$ cat src/rtl/div_unit.sv
// Iterative radix-2 restoring divider for RV32M DIV/DIVU/REM/REMU.
// Optional last-result cache enabled by defining DIV_RESULT_CACHE_EN.
module div_unit #(
  parameter int DATA_WIDTH = 32,
  parameter int CNT_WIDTH  = 6
) (
  input  logic                  clk_i,
  input  logic                  rst_i,
  input  logic                  start_i,
  input  logic [1:0]            op_i,
  input  logic [DATA_WIDTH-1:0] dividend_i,
  input  logic [DATA_WIDTH-1:0] divisor_i,
  input  logic                  flush_i,
  output logic                  busy_o,
  output logic                  done_o,
  output logic [DATA_WIDTH-1:0] result_o,
  output logic                  stallreq_o
);
  localparam int W = DATA_WIDTH;

  typedef enum logic [1:0] {IDLE, CALC, DONE} state_e;

  state_e               state_q, state_d;
  logic                 rsel_q, rsel_d;
  logic                 qneg_q, qneg_d, rneg_q, rneg_d;
  logic [W-1:0]         quo_q, quo_d, rem_q, rem_d, dvs_q, dvs_d, res_q, res_d;
  logic [CNT_WIDTH-1:0] cnt_q, cnt_d;

  logic         sgn_in, a_neg, b_neg, div0, ovf, start_ok, last_it, fit, hit;
  logic [W-1:0] a_abs, b_abs, it_quo, it_rem, fin_quo, fin_rem;
  logic [W:0]   rem_sh, diff;

  assign sgn_in   = ~op_i[0];
  assign a_neg    = sgn_in & dividend_i[W-1];
  assign b_neg    = sgn_in & divisor_i[W-1];
  assign a_abs    = a_neg ? -dividend_i : dividend_i;
  assign b_abs    = b_neg ? -divisor_i : divisor_i;
  assign div0     = (divisor_i == '0);
  assign ovf      = sgn_in & (dividend_i == {1'b1, {(W-1){1'b0}}}) & (&divisor_i);
  assign start_ok = (state_q == IDLE) & start_i & ~flush_i;
  assign last_it  = (state_q == CALC) & (cnt_q == CNT_WIDTH'(W-1));

  // Borrow out of the W+1-bit trial subtract is the sign of the difference.
  assign rem_sh  = {rem_q, quo_q[W-1]};
  assign diff    = rem_sh - {1'b0, dvs_q};
  assign fit     = ~diff[W];
  assign it_quo  = {quo_q[W-2:0], fit};
  assign it_rem  = fit ? diff[W-1:0] : rem_sh[W-1:0];
  assign fin_quo = qneg_q ? -it_quo : it_quo;
  assign fin_rem = rneg_q ? -it_rem : it_rem;

`ifdef DIV_RESULT_CACHE_EN
  logic         c_vld_q, c_sgn_q;
  logic [W-1:0] c_dvd_q, c_dvs_q, c_quo_q, c_rem_q;

  assign hit = c_vld_q & (dividend_i == c_dvd_q) & (divisor_i == c_dvs_q) & (sgn_in == c_sgn_q);

  // Operand key is captured at launch; valid is raised once the results exist.
  always_ff @(posedge clk_i or negedge rst_i) begin
    if (!rst_i) begin
      c_vld_q <= 1'b0;
      c_sgn_q <= 1'b0;
      c_dvd_q <= '0;
      c_dvs_q <= '0;
      c_quo_q <= '0;
      c_rem_q <= '0;
    end else if (start_ok & ~hit) begin
      c_dvd_q <= dividend_i;
      c_dvs_q <= divisor_i;
      c_sgn_q <= sgn_in;
      c_vld_q <= div0 | ovf;
      c_quo_q <= div0 ? '1 : dividend_i;
      c_rem_q <= div0 ? dividend_i : '0;
    end else if (last_it & ~flush_i) begin
      c_vld_q <= 1'b1;
      c_quo_q <= fin_quo;
      c_rem_q <= fin_rem;
    end else if ((state_q == CALC) & flush_i) begin
      c_vld_q <= 1'b0;
    end
  end
`else
  assign hit = 1'b0;
`endif

  always_comb begin
    state_d = state_q;
    rsel_d  = rsel_q;
    qneg_d  = qneg_q;
    rneg_d  = rneg_q;
    quo_d   = quo_q;
    rem_d   = rem_q;
    dvs_d   = dvs_q;
    cnt_d   = cnt_q;
    res_d   = res_q;
    case (state_q)
      IDLE: if (start_ok) begin
        rsel_d = op_i[1];
        qneg_d = a_neg ^ b_neg;
        rneg_d = a_neg;
        quo_d  = a_abs;
        rem_d  = '0;
        dvs_d  = b_abs;
        cnt_d  = '0;
        state_d = DONE;
        if (div0)     res_d = op_i[1] ? dividend_i : '1;
        else if (ovf) res_d = op_i[1] ? '0 : dividend_i;
`ifdef DIV_RESULT_CACHE_EN
        else if (hit) res_d = op_i[1] ? c_rem_q : c_quo_q;
`endif
        else          state_d = CALC;
      end
      CALC: begin
        quo_d = it_quo;
        rem_d = it_rem;
        cnt_d = cnt_q + 1'b1;
        if (last_it) begin
          state_d = DONE;
          res_d   = rsel_q ? fin_rem : fin_quo;
        end
      end
      DONE:    state_d = IDLE;
      default: state_d = IDLE;
    endcase
    if (flush_i) begin
      state_d = IDLE;
      res_d   = res_q;
    end
  end

  always_ff @(posedge clk_i or negedge rst_i) begin
    if (!rst_i) begin
      state_q <= IDLE;
      rsel_q  <= 1'b0;
      qneg_q  <= 1'b0;
      rneg_q  <= 1'b0;
      quo_q   <= '0;
      rem_q   <= '0;
      dvs_q   <= '0;
      cnt_q   <= '0;
      res_q   <= '0;
    end else begin
      state_q <= state_d;
      rsel_q  <= rsel_d;
      qneg_q  <= qneg_d;
      rneg_q  <= rneg_d;
      quo_q   <= quo_d;
      rem_q   <= rem_d;
      dvs_q   <= dvs_d;
      cnt_q   <= cnt_d;
      res_q   <= res_d;
    end
  end

  assign busy_o     = (state_q != IDLE);
  assign done_o     = (state_q == DONE);
  assign result_o   = res_q;
  assign stallreq_o = (start_i & (state_q == IDLE)) | (busy_o & ~done_o);
endmodule

$ cat config.mk
export PLATFORM = sky130hd
export DESIGN_NAME = div_unit
export DESIGN_NICKNAME = d
export VERILOG_FILES = /design/src/rtl/div_unit.sv
export SDC_FILE = /design/constraint.sdc
export NUM_CORES = 1
export LEC_CHECK = 0
export CAP_MARGIN = 20
export CORE_MARGIN = 1
export CORE_UTILIZATION = 45
export DETAILED_ROUTE_END_ITERATION = 16
export MAX_ROUTING_LAYER = met4
export REMOVE_ABC_BUFFERS = 1
export SLEW_MARGIN = 20
export SYNTH_ARGS = -nofsm -noshare
export SYNTH_HDL_FRONTEND = slang
export SYNTH_SLANG_ARGS = --single-unit
$ cat constraint.sdc
create_clock -name clk_i -period 6.8 [get_ports clk_i]
set_input_delay 0.68 -clock clk_i [delete_from_list [all_inputs] [get_ports clk_i]]
set_output_delay 0.68 -clock clk_i [all_outputs]
set_load 0.02 [all_outputs]
# Yosys cells after proc, flatten, opt, wreduce, memory -nomap -nowiden
# Index checks and enable logic that the tools add are counted.
# totals
input_bits,70
output_inout_bits,35
ff_bits,139
# op_classes
add_sub_neg,6
reduce_logical,9
n_bitwise,14
n_mux,25
eq_ne,9
# op_table
op,n
32-bit 2-to-1 mux,14
32-bit case mux with 2 select lines,3
32-bit negation,4
33-bit by 32-bit subtractor with 33-bit output,1
"32-bit == test, second input constant",1
32-bit zero test,1
32-bit AND reduction,1
6-bit case mux with 2 select lines,1
2-bit 2-to-1 mux,5
"3-bit != test, second input constant",3
1-bit AND,8
"6-bit by 1-bit adder with 6-bit output, second input constant",1
"6-bit by 5-bit == test with 1-bit output, second input constant",1
6-bit 2-to-1 mux,1
2-bit AND reduction,3
5-bit AND reduction,1
"2-bit != test, second input constant",2
1-bit NOT,4
2-bit case mux with 2 select lines,1
2-bit nonzero test,2
"2-bit by 1-bit == test with 1-bit output, second input constant",1
"2-bit == test, second input constant",1
2-bit zero test,1
1-bit bitwise OR,1
1-bit bitwise XOR,1

# Longest topological paths before layout
# Gate-level depths: netlist (run 1).
# depth
ltp_word,8
mapped_depth,23
depth_no_buf,20

# Worst setup path after synthesis (run 1)
# No wires, ideal clock.
# synth_path
kind,flip-flop to flip-flop
from,reg quo_q[31]
to,reg res_q[28] (netlist: result_o[28])
n_path_buf,3
slack_ps,1790
arrival_ps,4889
stages_incl_launch_ff,22
path_cell_list,dfrtp_1 > inv_1 > ha_1 > fa_1 > nand2b_1 > a21o_1 > o21ba_1 > buf_6 > o31ai_4 > a41oi_4 > xnor2_4 > buf_2 > buf_2 > mux2_2 > ha_1 > inv_1 > a2111oi_1 > mux2i_1 > or3_1 > o311ai_1 > or3b_1 > o211a_1
# synth_via
elab_chain_cells,7
elab_cells_between_ends,10
cone_classes,add/sub (3); mux (6); bitwise (1)
# synth_rtl
element,line,rtl
from (decl),26,"logic [W-1:0] quo_q, quo_d, rem_q, rem_d, dvs_q, dvs_d, res_q, res_d;"
from (signal assigned),147,quo_q <= quo_d;
33-bit by 32-bit subtractor with 33-bit output,45,"assign diff = rem_sh - {1'b0, dvs_q};"
32-bit 2-to-1 mux / 1-bit NOT (equally long branches),"48, 46",
32-bit negation (on tied branches),"50, 49",
32-bit 2-to-1 mux (on tied branches),"50, 49",
32-bit 2-to-1 mux (*),119,res_d = rsel_q ? fin_rem : fin_quo;
32-bit 2-to-1 mux (*),117,if (last_it) begin
32-bit case mux with 2 select lines (*),96,case (state_q)
to (signal assigned),151,res_q <= res_d;
to (decl),26,
# Mark *: on every way between the ends. The rest lies on a longest branch, timed or not. The select of a mux whose other input is x is not followed.
# A chain may end at the register's enable or synchronous reset.

# Final worst setup path (run 1)
# Same ends and word-level chain as after synthesis.

==> results of run 1 <==
## critical path, stage by stage (launching register included)
cell	delay, ps
dfrtp_1	350
inv_1	80
ha_1	220
fa_1	390
nand2b_1	180
a21o_1	220
o21ba_1	310
o31ai_4	400
a41oi_4	200
xnor2_4	220
buf_4	350
mux2_2	250
ha_1	270
inv_1	90
a2111oi_1	260
mux2i_1	290
or3_1	460
o311ai_1	270
or3b_1	370
o211a_1	120
## cell type report
| cell class | count | area share, % |
|---|---|---|
| Tap cell | 335 | 3.07 |
| Clock buffer | 19 | 3.24 |
| Timing Repair Buffer | 119 | 8.45 |
| Sequential cell | 139 | 25.5 |
| Multi-Input combinational cell | 1207 | 57.1 |
| Clock inverter | 11 | 1.07 |
| Inverter | 58 | 1.61 |
## registers in the layout, indices dropped and copies added, names as in the netlist
signal / flops
quo_q: 32
rsel_q: 1
rem_q: 32
qneg_q: 1
state_q: 2
dvs_q: 32
cnt_q: 6
rneg_q: 1
result_o: 32
## Yosys cell counts (all sizes together), types with 15 or more instances
library cell,instances
o21ai,209
dfrtp,139
nand2,130
nor2,112
a21oi,85
clkbuf,73
xnor2,67
nand3,63
xor2,63
inv,58
mux2i,44
nor3,40
ha,38
a22oi,35
o31ai,29
or3,24
o41ai,19
a211oi,18
buf,18
nand4,18
nand2b,17
or4,15
## power groups by stage
stage          Clock, W  Sequential (W)  Combinational (W)
2_1_floorplan         0         0.00134            0.00309
3_3_place_gp          0         0.00135            0.00425
3_5_place_dp          0         0.00135            0.00429
4_1_cts        0.000976         0.00134            0.00431
5_1_grt         0.00101         0.00137            0.00479
6_report       0.000963         0.00134            0.00434
## cells by family (layout without fill, tap and decap cells)
| kind of cell | count (synthesis) | after routing | synth area share [%] |
|---|---|---|---|
| compound gates | 502 | 502 | 27.1 |
| xor+xnor | 130 | 130 | 9.77 |
| fa+ha+maj | 40 | 40 | 4.27 |
| buf+inv | 149 | 207 | 4.98 |
| flops | 139 | 139 | 29.4 |
| mux | 56 | 56 | 4.89 |
| simple gates | 479 | 479 | 19.7 |
## routing by layer
metal / routed length (um) / vias to the layer above
met5: 0 / -
li1: - / 5578
met4: 1000 / 0
met3: 1630 / 58
met1: 17500 / 5599
met2: 17200 / 293
## worst max-delay path by stage
stage	end	from	cells past startpoint	slack, ps
final	result_o[28]$_DFFE_PN0P_	quo_q[31]$_DFFE_PN0P_	19	1370
after global routing	result_o[28]$_DFFE_PN0P_	quo_q[31]$_DFFE_PN0P_	19	880
after CTS	result_o[28]$_DFFE_PN0P_	quo_q[31]$_DFFE_PN0P_	19	1360
after detailed placement	result_o[31]$_DFFE_PN0P_	divisor_i[1]	15	1260
after global placement	result_o[31]$_DFFE_PN0P_	divisor_i[0]	15	1410
after floorplan	result_o[28]$_DFFE_PN0P_	quo_q[31]$_DFFE_PN0P_	19	800
## through the flow
| stage | total power [W] | hold slack (ps) | utilization (%) | cell area (um^2) | setup slack [ps] |
|---|---|---|---|---|---|
| after floorplan | 0.00443 | 384 | - | 11500 | 802 |
| final | 0.00665 | 278 | 52.7 | 13700 | 1370 |
| after CTS | 0.00663 | 302 | 52.7 | 13700 | 1360 |
| after detailed placement | 0.00564 | 472 | 50.5 | 13100 | 1260 |
| after global routing | 0.00718 | 326 | 52.7 | 13700 | 880 |
| after global placement | 0.00560 | 461 | 50.5 | 13100 | 1410 |
==> metrics.md, run 1 <==
| Metric | Value |
|---|---|
| Count of pins over their slew limit | 0 |
| Vias per inst | 6.11 |
| Most Crowded Layer GR | met2 |
| Total number of vias | 11528 |
| Worst EP required | 7110 ps |
| Seq pwr share | 20.2% |
| R2r startpoint | quo_q[31]$_DFFE_PN0P_ |
| All-Layer GR Usage | 29.5% |
| Avg WL per Cell | 19.8 um |
| Startpoint types | flop |
| Setup TNS | 0 ps |
| Critical path class | flop to flop |
| Outcome | completed |
| Measured slew at the worst slew-check pin | 974 ps |
| Synthesized area | 11800 um^2 |
| Commonest non-fill, non-tap cells in the layout | o21ai_0, dfrtp_1, nand2_1, nor2_1, clkdlybuf4s50_1 |
| Seq/Total Area, Yosys | 29.4% |
| Post-CTS Setup Bufs | 0 |
| Power density cells | 486 nW/um^2 |
| First-pass DRT Iterations | 5 |
| Die height | 164 um |
| Layout cells sized above 1 | 5.73% |
| Post-Syn Instances | 1495 |
| CTS tree | yes |
| Sw frac | 49.9% |
| Area Overhead vs Synth | 15.4% |
| Top-area cell type share of the netlist area | 29.4% |
| Multi-input gate area | 7800 um^2 |
| Critical Path Fanout Max | 20 |
| PortBufs | 104 |
| Fin crit share | 79.9% |
| Cell-internal power | 0.00333 W |
| Register cell area after layout | 3480 um^2 |
| CTS Sinks | 139 |
| H-tree depth | 4 |
| Global Route met2 Usage | 45.8% |
| Core area | 25900 um^2 |
| Clock slew at reported path FFs | 60 ps |
| Met1 Use GR | 39.4% |
| TritonCTS Buffers | 17 |
| Synthesized flop and latch total | 139 |
| Clock Tree Root | clkbuf_16 |
| FMAX | 0.184 GHz |
| Total leakage power | 5.41 nW |
| Switching power | 0.00332 W |
| Placer Congestion | 0.903 |
| Die span in x | 164 um |
| DRC | 0 |
| Number of synthesized flops with an enable pin | 0 |
| Hold Buf Count CTS | 0 |
| Max Buffers Root-to-Sink | 2 |
| Post-DP HPWL | 27.4 mm |
| Max cap viols | 0 |
| Maximum VDD drop | 0.407 mV |
| Antenna diode count | 0 |
| First-pass GRT wire length | 60.1 mm |
| Synth warn | 0 |
| Hold crit path type | input port to async pin |
| Grt ovf | 0 |
| Largest area contributor in the netlist | dfrtp_1 |
| Fin crit period | 5430 ps |
| Detailed Route Iter0 Violations | 873 |
| Aggregate routed wire length | 37.3 mm |
| Relative slew margins | 35.1% |
| R2R Setup Slk | 1370 ps |
| Std-Cell Rows | 59 |
| Distinct cell type count after synthesis | 89 |
| Final Hold Vio Count | 0 |
| Worst-case clock skew | 14.0 ps |
| Post-layout net count | 1651 |
| Critical Path AT | 5750 ps |
| Die area | 27000 um^2 |
| Final setup vio count | 0 |
| Clock Power Share | 14.5% |
| Synth Area per Inst | 7.92 um^2 |
| Vias in the first global route | 10937 |
| Fill cells | 2516 |
| Post-cts repair resize count | 0 |
| Worst reg2reg path depth | 19 |
| RSZ-0062 raised after global routing | false |
| Logic pwr share | 65.3% |
| Area contributors post-synth | dfrtp_1, o21ai_0, xnor2_1 |
| Clock Latency Late Sink | 430 ps |
| R2R Path End | result_o[28]$_DFFE_PN0P_ |
| Crit. End Element | flop |
| Async set-or-reset flop fraction in the synthesized netlist | 100% |
| Largest net degree at the start of global routing | 99 |
| Initial Util | 45.7% |
| Commonest non-fill, non-tap cell in the layout | o21ai_0 |
| Prevailing post-synth register cell | dfrtp_1 |
| Initial antenna violation count | 0 |
| Finished Layout Cells | 1888 |
| Placed instance count | 1858 |
| Antenna-violating nets left | 0 |
| Met3 GRT Util | 4.49% |
| Ports | 105 |
(Power assumes the default switching activity.)
==> run 2: changes to the inputs <==
PLACE_DENSITY = 0.67   (was default)
clock period = 4.9 ns   (was 6.8 ns; I/O delays follow)
==> metrics.md, run 2 (synthesized netlist as in run 1, its figures left out) <==
| Metric | Value |
|---|---|
| Max Buffers Root-to-Sink | 2 |
| Startpoint types | flop |
| Die height | 164 um |
| Worst path max stage delay | 410 ps |
| Layout cells sized above 1 | 7.94% |
| Core area | 25900 um^2 |
| Power density cells | 688 nW/um^2 |
| Vias per inst | 6.16 |
| Hold slack | 198 ps |
| Initial Util | 45.7% |
| PortBufs | 104 |
| Total number of vias | 11833 |
| Worst reg2reg path depth | 20 |
| Relative slew margins | 27.1% |
| Clock Tree Root | clkbuf_16 |
| Placer Congestion | 0.908 |
| Fin crit share | 98.0% |
| Critical Path Fanout Max | 7 |
| Worst-case clock skew | 19.7 ps |
| Largest net degree at the start of global routing | 114 |
| Clock slew at reported path FFs | 60 ps |
| Seq pwr share | 19.6% |
| Avg WL per Cell | 19.7 um |
| Commonest non-fill, non-tap cell in the layout | o21ai_0 |
| Hold Buf Count CTS | 0 |
| CP Cell Sequence | inv_1, ha_1, fa_1, nand2b_1, a21o_1, o21ba_2, o31ai_4, a41oi_4, xnor2_4, inv_4, mux2_2, ha_1, buf_4, and4b_1, mux2i_1, buf_4, or3_1, o311ai_1, or3b_1, o211a_1 |
| CTS Sinks | 139 |
| Clock Power Share | 13.9% |
| RSZ-0062 raised after global routing | true |
| Critical Path AT | 5130 ps |
| Cell-internal power | 0.00483 W |
| Hold crit path type | input port to async pin |
| All-Layer GR Usage | 29.6% |
| Final Hold Vio Count | 0 |
| Post-layout net count | 1682 |
| Maximum VDD drop | 0.607 mV |
| Ports | 105 |
| Max cap viols | 0 |
| Outcome | completed |
| Final Cell Area | 13900 um^2 |
| Initial antenna violation count | 0 |
| Dpl cell area | 13300 um^2 |
| First-pass DRT Iterations | 5 |
| Die area | 27000 um^2 |
| Count of pins over their slew limit | 0 |
| Power Total | 0.00958 W |
| Detailed Route Iter0 Violations | 1145 |
| Worst EP required | 5230 ps |
| TritonCTS Buffers | 17 |
| Aggregate routed wire length | 37.8 mm |
| Clock Latency Late Sink | 450 ps |
| Antenna diode count | 0 |
| FMAX | 0.208 GHz |
| CTS tree | yes |
| Die span in x | 164 um |
| Std-Cell Rows | 59 |
| Area Overhead vs Synth | 17.6% |
| Fin crit period | 4800 ps |
| Measured slew at the worst slew-check pin | 1090 ps |
| Vias in the first global route | 11157 |
| Crit. End Element | flop |
| Commonest non-fill, non-tap cells in the layout | o21ai_0, dfrtp_1, nand2_1, nor2_1, clkdlybuf4s50_1 |
| Final setup vio count | 0 |
| Sw frac | 49.6% |
| Total leakage power | 5.57 nW |
| First-pass GRT wire length | 60.2 mm |
| Antenna-violating nets left | 0 |
| DRC | 0 |
| Switching power | 0.00475 W |
| Logic pwr share | 66.6% |
| Post-DP HPWL | 27.7 mm |
| H-tree depth | 4 |
| Critical path class | flop to flop |
| Grt ovf | 0 |
| Slowest cell on the critical path | fa_1 |
run 2: cell count changes in the layout (fill, tap and decap cells not counted), sizes merged:
cell      change
clkinvlp      -4
clkinv        +6
clkbuf        +1
inv           +1
bufinv        -1
buf          +30
run 2: cell type report:
class	count	area, um^2
inverter	58	220
fill	2429	12000
timing repair buffer	150	1390
clock inverter	13	144
tap	335	419
clock buffer	19	443
sequential	139	3480
multi-input combinational	1207	7830
run 2: worst paths after layout:
| check | startpoint | end | slack (ps) |
|---|---|---|---|
| max | quo_q[31]$_DFFE_PN0P_ | result_o[28]$_DFFE_PN0P_ | 100 |
| min | rst_i | dvs_q[30]$_DFFE_PN0P_ | 200 |
| max reg2reg | quo_q[31]$_DFFE_PN0P_ | result_o[28]$_DFFE_PN0P_ | 100 |
| min reg2reg | result_o[10]$_DFFE_PN0P_ | result_o[10]$_DFFE_PN0P_ | 480 |
| max in group asynchronous | rst_i | rem_q[10]$_DFFE_PN0P_ | 3700 |
| min in group clk_i | result_o[10]$_DFFE_PN0P_ | result_o[10]$_DFFE_PN0P_ | 480 |
run 2: worst max-delay path, delay by kind of cell, from the launching register on:
family	cells	cell delay, ps
mux	2	310
simple gates	4	1160
xor+xnor	1	280
compound gates	6	1280
flops	1	360
buf+inv	4	470
fa+ha+maj	3	800
run 2: through the flow:
| stage | worst slack, ps | util [%] | setup TNS, ps | std cells |
|---|---|---|---|---|
| 3_5_place_dp | 3.86 | 51.3 | 0 | 1888 |
| 2_1_floorplan | -1100 | - | -9970 | 1404 |
| 4_1_cts | 57.5 | 53.6 | 0 | 1920 |
| 3_3_place_gp | 112 | 51.3 | 0 | 1888 |
| 5_1_grt | -132 | 53.7 | -138 | 1921 |
| 6_report | 99.0 | 53.7 | 0 | 1921 |
run 2: per-layer routing:
layer  vias up  routed length [um]  track usage (%)
li1       5654                   -                -
met1      5645               16900             38.9
met2       468               17500             46.2
met3        66                2330             4.37
met4         0                1070             10.8
met5         -                   0                -
run 2: repair_timing:
action,4_1_cts,5_1_grt
gates resized for setup,1,7
pin swaps,0,3
setup buffers,0,1
setup endpoints to repair,1,13
run 2: power groups by stage:
stage | Combinational (W) | Clock [W] | Sequential, W
after floorplan | 0.00429 | 0 | 0.00186
after global placement | 0.00613 | 0 | 0.00187
after detailed placement | 0.00620 | 0 | 0.00188
after CTS | 0.00624 | 0.00133 | 0.00186
after global routing | 0.00697 | 0.00139 | 0.00191
final | 0.00637 | 0.00133 | 0.00187
==> run 3: changes to the inputs <==
CTS_CLUSTER_DIAMETER = 100   (was default)
==> results of run 3 <==
Same layout as run 2: the final DEF is identical, and so are final timing and power.
